<file path="config.mk">
export PLATFORM = sky130hd
export DESIGN_NAME = reg_serializer
export DESIGN_NICKNAME = d
export VERILOG_FILES = /design/src/rtl/reg_serializer.sv
export SDC_FILE = /design/constraint.sdc
export NUM_CORES = 1
export LEC_CHECK = 0
export ABC_AREA = 0
export CAP_MARGIN = 20
export CORE_ASPECT_RATIO = 0.8
export CORE_UTILIZATION = 40
export CTS_BUF_LIST = sky130_fd_sc_hd__clkbuf_4
export CTS_CLUSTER_DIAMETER = 30
export DETAILED_ROUTE_END_ITERATION = 6
export PLACE_DENSITY_LB_ADDON = 0.3
export SYNTH_ARGS = -nofsm -noshare
export SYNTH_HDL_FRONTEND = slang
export SYNTH_SLANG_ARGS = --single-unit
</file>
<file path="constraint.sdc">
create_clock -name clk -period 2.74 [get_ports clk]
set_input_delay 0.274 -clock clk [delete_from_list [all_inputs] [get_ports clk]]
set_output_delay 0.274 -clock clk [all_outputs]
set_load 0.05 [all_outputs]
</file>
<file path="src/rtl/reg_serializer.sv">
// reg_serializer: 16-bit parallel-to-serial shifter, MSB first, with a
// one-word holding buffer so back-to-back words stream with no gap cycle.
//
// Offer handshake: a word on `in` is taken on a rising edge where load=1 and
// ready=1. ready is 1 exactly while the holding buffer is empty. When ready=0,
// load is ignored and the offered word is dropped. The offerer is expected to
// keep load/in stable until it sees the edge on which ready was 1.
module reg_serializer #(
    parameter int WIDTH = 16
) (
    input  logic             clk,
    input  logic             rst_n,
    input  logic [WIDTH-1:0] in,
    input  logic             load,
    output logic             ready,
    output logic             sout,
    output logic             sframe,
    output logic             busy,
    output logic             done,
    output logic             dbg_state
);

    localparam int CW = $clog2(WIDTH);
    localparam logic [CW-1:0] LAST_BIT = CW'(WIDTH - 1);

    typedef enum logic {
        IDLE  = 1'b0,
        SHIFT = 1'b1
    } state_t;

    state_t           state_q, state_d;
    logic [WIDTH-1:0] shreg_q, shreg_d;
    logic [WIDTH-1:0] hold_q, hold_d;
    logic             hold_valid_q, hold_valid_d;
    logic [CW-1:0]    cnt_q, cnt_d;
    logic             sout_q, sout_d;
    logic             sframe_q, sframe_d;
    logic             done_q, done_d;
    logic             accept;
    logic             last_edge;

    assign accept    = load & ~hold_valid_q;
    assign last_edge = (state_q == SHIFT) && (cnt_q == LAST_BIT);

    // Next-state logic: start, shift, hand off from buffer or input, or stop.
    always_comb begin
        state_d      = state_q;
        shreg_d      = shreg_q;
        cnt_d        = cnt_q;
        hold_d       = hold_q;
        hold_valid_d = hold_valid_q;
        case (state_q)
            IDLE: begin
                if (accept) begin
                    shreg_d = in;
                    cnt_d   = '0;
                    state_d = SHIFT;
                end
            end
            SHIFT: begin
                if (last_edge) begin
                    if (hold_valid_q) begin
                        // Buffer full means ready=0, so load is ignored here.
                        shreg_d      = hold_q;
                        cnt_d        = '0;
                        hold_valid_d = 1'b0;
                    end else if (accept) begin
                        shreg_d = in;
                        cnt_d   = '0;
                    end else begin
                        shreg_d = '0;
                        cnt_d   = '0;
                        state_d = IDLE;
                    end
                end else begin
                    shreg_d = shreg_q << 1;
                    cnt_d   = cnt_q + CW'(1);
                    if (accept) begin
                        hold_d       = in;
                        hold_valid_d = 1'b1;
                    end
                end
            end
            default: begin
                state_d = IDLE;
                shreg_d = '0;
                cnt_d   = '0;
            end
        endcase
        // Serial outputs are computed from next state so they can be registered.
        sframe_d = (state_d == SHIFT);
        sout_d   = sframe_d & shreg_d[WIDTH-1];
        done_d   = sframe_d & (cnt_d == LAST_BIT);
    end

    // State and output registers with synchronous active-low reset.
    always_ff @(posedge clk) begin
        if (!rst_n) begin
            state_q      <= IDLE;
            shreg_q      <= '0;
            cnt_q        <= '0;
            hold_q       <= '0;
            hold_valid_q <= 1'b0;
            sout_q       <= 1'b0;
            sframe_q     <= 1'b0;
            done_q       <= 1'b0;
        end else begin
            state_q      <= state_d;
            shreg_q      <= shreg_d;
            cnt_q        <= cnt_d;
            hold_q       <= hold_d;
            hold_valid_q <= hold_valid_d;
            sout_q       <= sout_d;
            sframe_q     <= sframe_d;
            done_q       <= done_d;
        end
    end

    assign ready     = ~hold_valid_q;
    assign sout      = sout_q;
    assign sframe    = sframe_q;
    assign done      = done_q;
    assign busy      = sframe_q | hold_valid_q;
    assign dbg_state = (state_q == SHIFT);

endmodule

</file>
# Yosys cells after proc, flatten, opt, wreduce, memory -nomap -nowiden
# Index checks and enable logic that the tools add are counted.
# word_totals
ff_bits	40
inputBits	19
out_inout_bits	6
wordCells	37
# classes
n_addsub	1
n_eq_ne	3
muxes	14
n_bitwise	7
reduce_logical	4
# ops
cell	count
16-bit 2-to-1 mux	4
16-bit one-hot mux with 2 select lines	1
4-bit equality test, second input constant	2
4-bit 2-to-1 mux	2
4-bit one-hot mux with 2 select lines	1
1-bit 2-to-1 mux	5
4-bit by 1-bit adder with 4-bit output, second input constant	1
1-bit AND	3
1-bit inverter	3
3-bit AND reduction	1
2-bit inequality test, second input constant	1
1-bit one-hot mux with 2 select lines	1
2-bit AND reduction	1
2-bit nonzero test	1
1-bit logical AND	1
1-bit bitwise OR	1

# Longest topological paths before layout
# logic_depth
ltp_word	7
ltp_mapped	7
mapped_depth_nobuf	5

# Worst setup path after synthesis
# OpenSTA, ideal clock, no wires.
# synth_path
path_type	flip-flop to flip-flop
from	register, netlist name sframe
to	register shreg_q[13]
setup_ns	0.127
arrival_ns	1.512
t_required_ns	2.613
setup_slack_ns	1.102
path_stages_with_launch	7
n_path_buf	3
synth_period_minus_slack_ns	1.638
cell_sequence	dfxtp_1 > buf_6 > and2_1 > buf_6 > buf_6 > a222oi_1 > o31ai_1
# synth_rtl
item	line_no	source
end signal, assigned	109	shreg_q <= shreg_d;
end, declared	32	logic [WIDTH-1:0] shreg_q, shreg_d;

==> impl_metrics.py <==
metrics = {
    "cts": {
        "clk_pin_slew_worst_paths_ns": 0.12,
        "postCtsSetupBuffers": 0,
        "clk_latency_ns": 0.36,
        "cts_buffers": 5,
        "ctsHoldBuffers": 0,
        "cts.path.max_buffers": 2,
        "cts_tree": "built",
        "cts-root-buf": "clkbuf_4",
        "htree_levels": 2,
        "post_cts_resized": 0,
        "cts.sinks": 40,
    },
    "final_layout": {
        "final_nets": 246,
        "antennaDiodeCount": 0,
        "areaGrowthSynthToFinish_pct": 16.5,
        "final_cell_area_um2": 2140,
        "finalNonFillerCells": 284,
        "fin_util": 0.499,
        "final_layout_size_suffix_gt1_frac": 0.0881,
    },
    "setup_path": {
        "start_kind": "flip-flop",
        "r2r_slack_ns": 0.73,
        "crit_arrival_ns": 1.74,
        "worstPathMaxFanout": 16,
        "crit_type": "reg -> out",
        "critPathCaptureType": "output port",
        "critical_path_required_ns": 2.47,
    },
    "yosys": {
        "synth_cell_types": 37,
        "syn_area_um2": 1830,
        "synth_seq_area_share": 0.437,
        "synthFlopType": "dfxtp_1",
        "ys_ff_latch": 40,
        "syn-num-nets": 230,
        "synth_area_leaders": "dfxtp_1 44%, a222oi_1 7.6%, nand2_1 7.6%",
        "synth-edff-count": 0,
        "yosysTopAreaCellShare": 0.437,
        "yosysTopAreaCell": "dfxtp_1",
        "netlist_instances": 210,
        "ys_async_sr_fraction": 0,
        "syn_area_per_cell_um2": 8.73,
        "yosys_warnings": 0,
    },
    "placed_design": {
        "dpl_cell_area_um2": 2060,
        "pre_cts_ws_ns": 0.610,
        "gp_congestion": 0.735,
        "portBuffers": 24,
        "dp_hpwl_um": 2550,
        "dp.cells": 276,
    },
    "sta": {
        "rsz0062_at_grt": "no",
        "fin_worst_skew_ns": 0.0150,
        "finalHoldViolCount": 0,
        "tightest_slew_ns": 0.608,
        "setup_tns_ns": 0,
        "slew_headroom": 0.594,
        "holdWs_ns": 0.459,
        "max_freq_ghz": 0.496,
        "slew_violations": 0,
        "setup_ws_ns": 0.722,
        "finalCritPeriodShare": 0.736,
        "setup_viol": 0,
        "period_minus_slack_ns": 2.02,
    },
    "route": {
        "avgRoutedWirePerCell_um": 14.4,
        "drt-total-wl_um": 4090,
        "via_per_inst": 5.57,
        "ant_nets": 0,
        "vias": 1581,
        "drc": 0,
        "drt_iter0_markers": 159,
        "drt_pass1_iterations": 7,
    },
    "grt": {
        "grt_util_all_layers": 0.187,
        "grt_pass1_vias": 1433,
        "antenna_found_initial": 0,
        "grt_pass1_wl_um": 7120,
        "overflow": 0,
        "grt_max_degree": 38,
    },
    "floorplanning": {
        "fp.coreArea_um2": 4280,
        "fp.dieH_um": 62.6,
        "io_pins": 25,
        "dieArea_um2": 4860,
        "start_util": 0.428,
        "std_cell_rows": 21,
        "chipWidth_um": 77.7,
    },
    "job": {
        "drv_cap": 0,
    },
    "run_status": {
        "status": "complete, no violations",
    },
    "power": {
        "ir_worst_vdd_mv": 0.296,
        "p_leak_nw": 0.781,
        "p_per_area_nw_per_um2": 578,
        "design_power_total_mw": 1.23,
    },
    "min_path": {
        "hold_path.class": "reg -> reg",
    },
}
cell type report:
type                            count  area (um^2)
Fill cell                         432         2150
Clock inverter                      2         35.0
Multi-Input combinational cell    148          902
Timing Repair Buffer               29          275
Clock buffer                        6         45.0
Inverter                            2         7.51
Tap cell                           57         71.3
Sequential cell                    40          801
registers in the layout, indices dropped and copies added, names as in the netlist:
signal / cells
hold_q: 16
shreg_q: 16
cnt_q: 4
done: 1
hold_valid_q: 1
sframe: 1
sout: 1
synth_stat cells, types with 2 or more instances:
cell / instances
o21ai_0: 2
nor3_1: 2
nand3_1: 19
a21boi_0: 14
a21boi_1: 3
clkbuf_1: 4
nand2_1: 37
a222oi_1: 14
dfxtp_1: 40
and2_1: 4
nor2_1: 16
buf_4: 4
nor2b_1: 2
o31ai_1: 14
inv_1: 2
and3_1: 2
buf_2: 8
buf_6: 3
nand3_2: 2
worst paths after layout:
| check | start | to | cells past startpoint |
|---|---|---|---|
| worst max-delay path | sframe | dbg_state | 2 |
| worst min-delay path | hold_q[15] | hold_q[15] | 2 |
| worst max register to register | cnt_q[0] | hold_q[3] | 5 |
| worst min register to register | hold_q[15] | hold_q[15] | 2 |
cell families (layout without fill, tap and decap cells):
logic type,after synthesis,in the layout,share of synthesized area
compound gates,54,54,0.240
xor+xnor,1,1,0.00478
simple gates,92,92,0.240
flops,40,40,0.437
fa+ha+maj,1,1,0.00682
buf+inv,22,39,0.0716
power by group:
group          switching (mW)  internal, mW
registers              0.0186         0.616
logic                   0.120        0.0835
clock network           0.195         0.201
total                   0.334         0.900
layer usage:
| metal | global-route usage | vias up | wire, um |
|---|---|---|---|
| met5 | 0 | - | 0 |
| met4 | 0.0637 | 0 | 41 |
| met3 | 0.0438 | 5 | 249 |
| met2 | 0.272 | 54 | 1830 |
| met1 | 0.269 | 726 | 1970 |
| li1 | - | 796 | - |
critical path, stage by stage, from the launching register on:
cell,delay (ns)
dfxtp_1,0.33
buf_4,0.22
clkdlybuf4s50_1,0.84
placed cells by master (no fill, tap or decap), types with 2 or more instances in the layout:
| master | Yosys | layout |
|---|---|---|
| dfxtp_1 | 40 | 40 |
| nand2_1 | 37 | 37 |
| clkdlybuf4s50_1 | 0 | 23 |
| nand3_1 | 19 | 19 |
| nor2_1 | 16 | 16 |
| a222oi_1 | 14 | 14 |
| o31ai_1 | 14 | 14 |
| a21boi_0 | 14 | 14 |
| clkbuf_4 | 0 | 6 |
| buf_4 | 4 | 6 |
| and2_1 | 4 | 4 |
| a21boi_1 | 3 | 3 |
| inv_1 | 2 | 2 |
| nand3_2 | 2 | 2 |
| nor2b_1 | 2 | 2 |
| o21ai_0 | 2 | 2 |
| and3_1 | 2 | 2 |
| nor3_1 | 2 | 2 |
No activity file was read; power rests on OpenSTA's default activity.
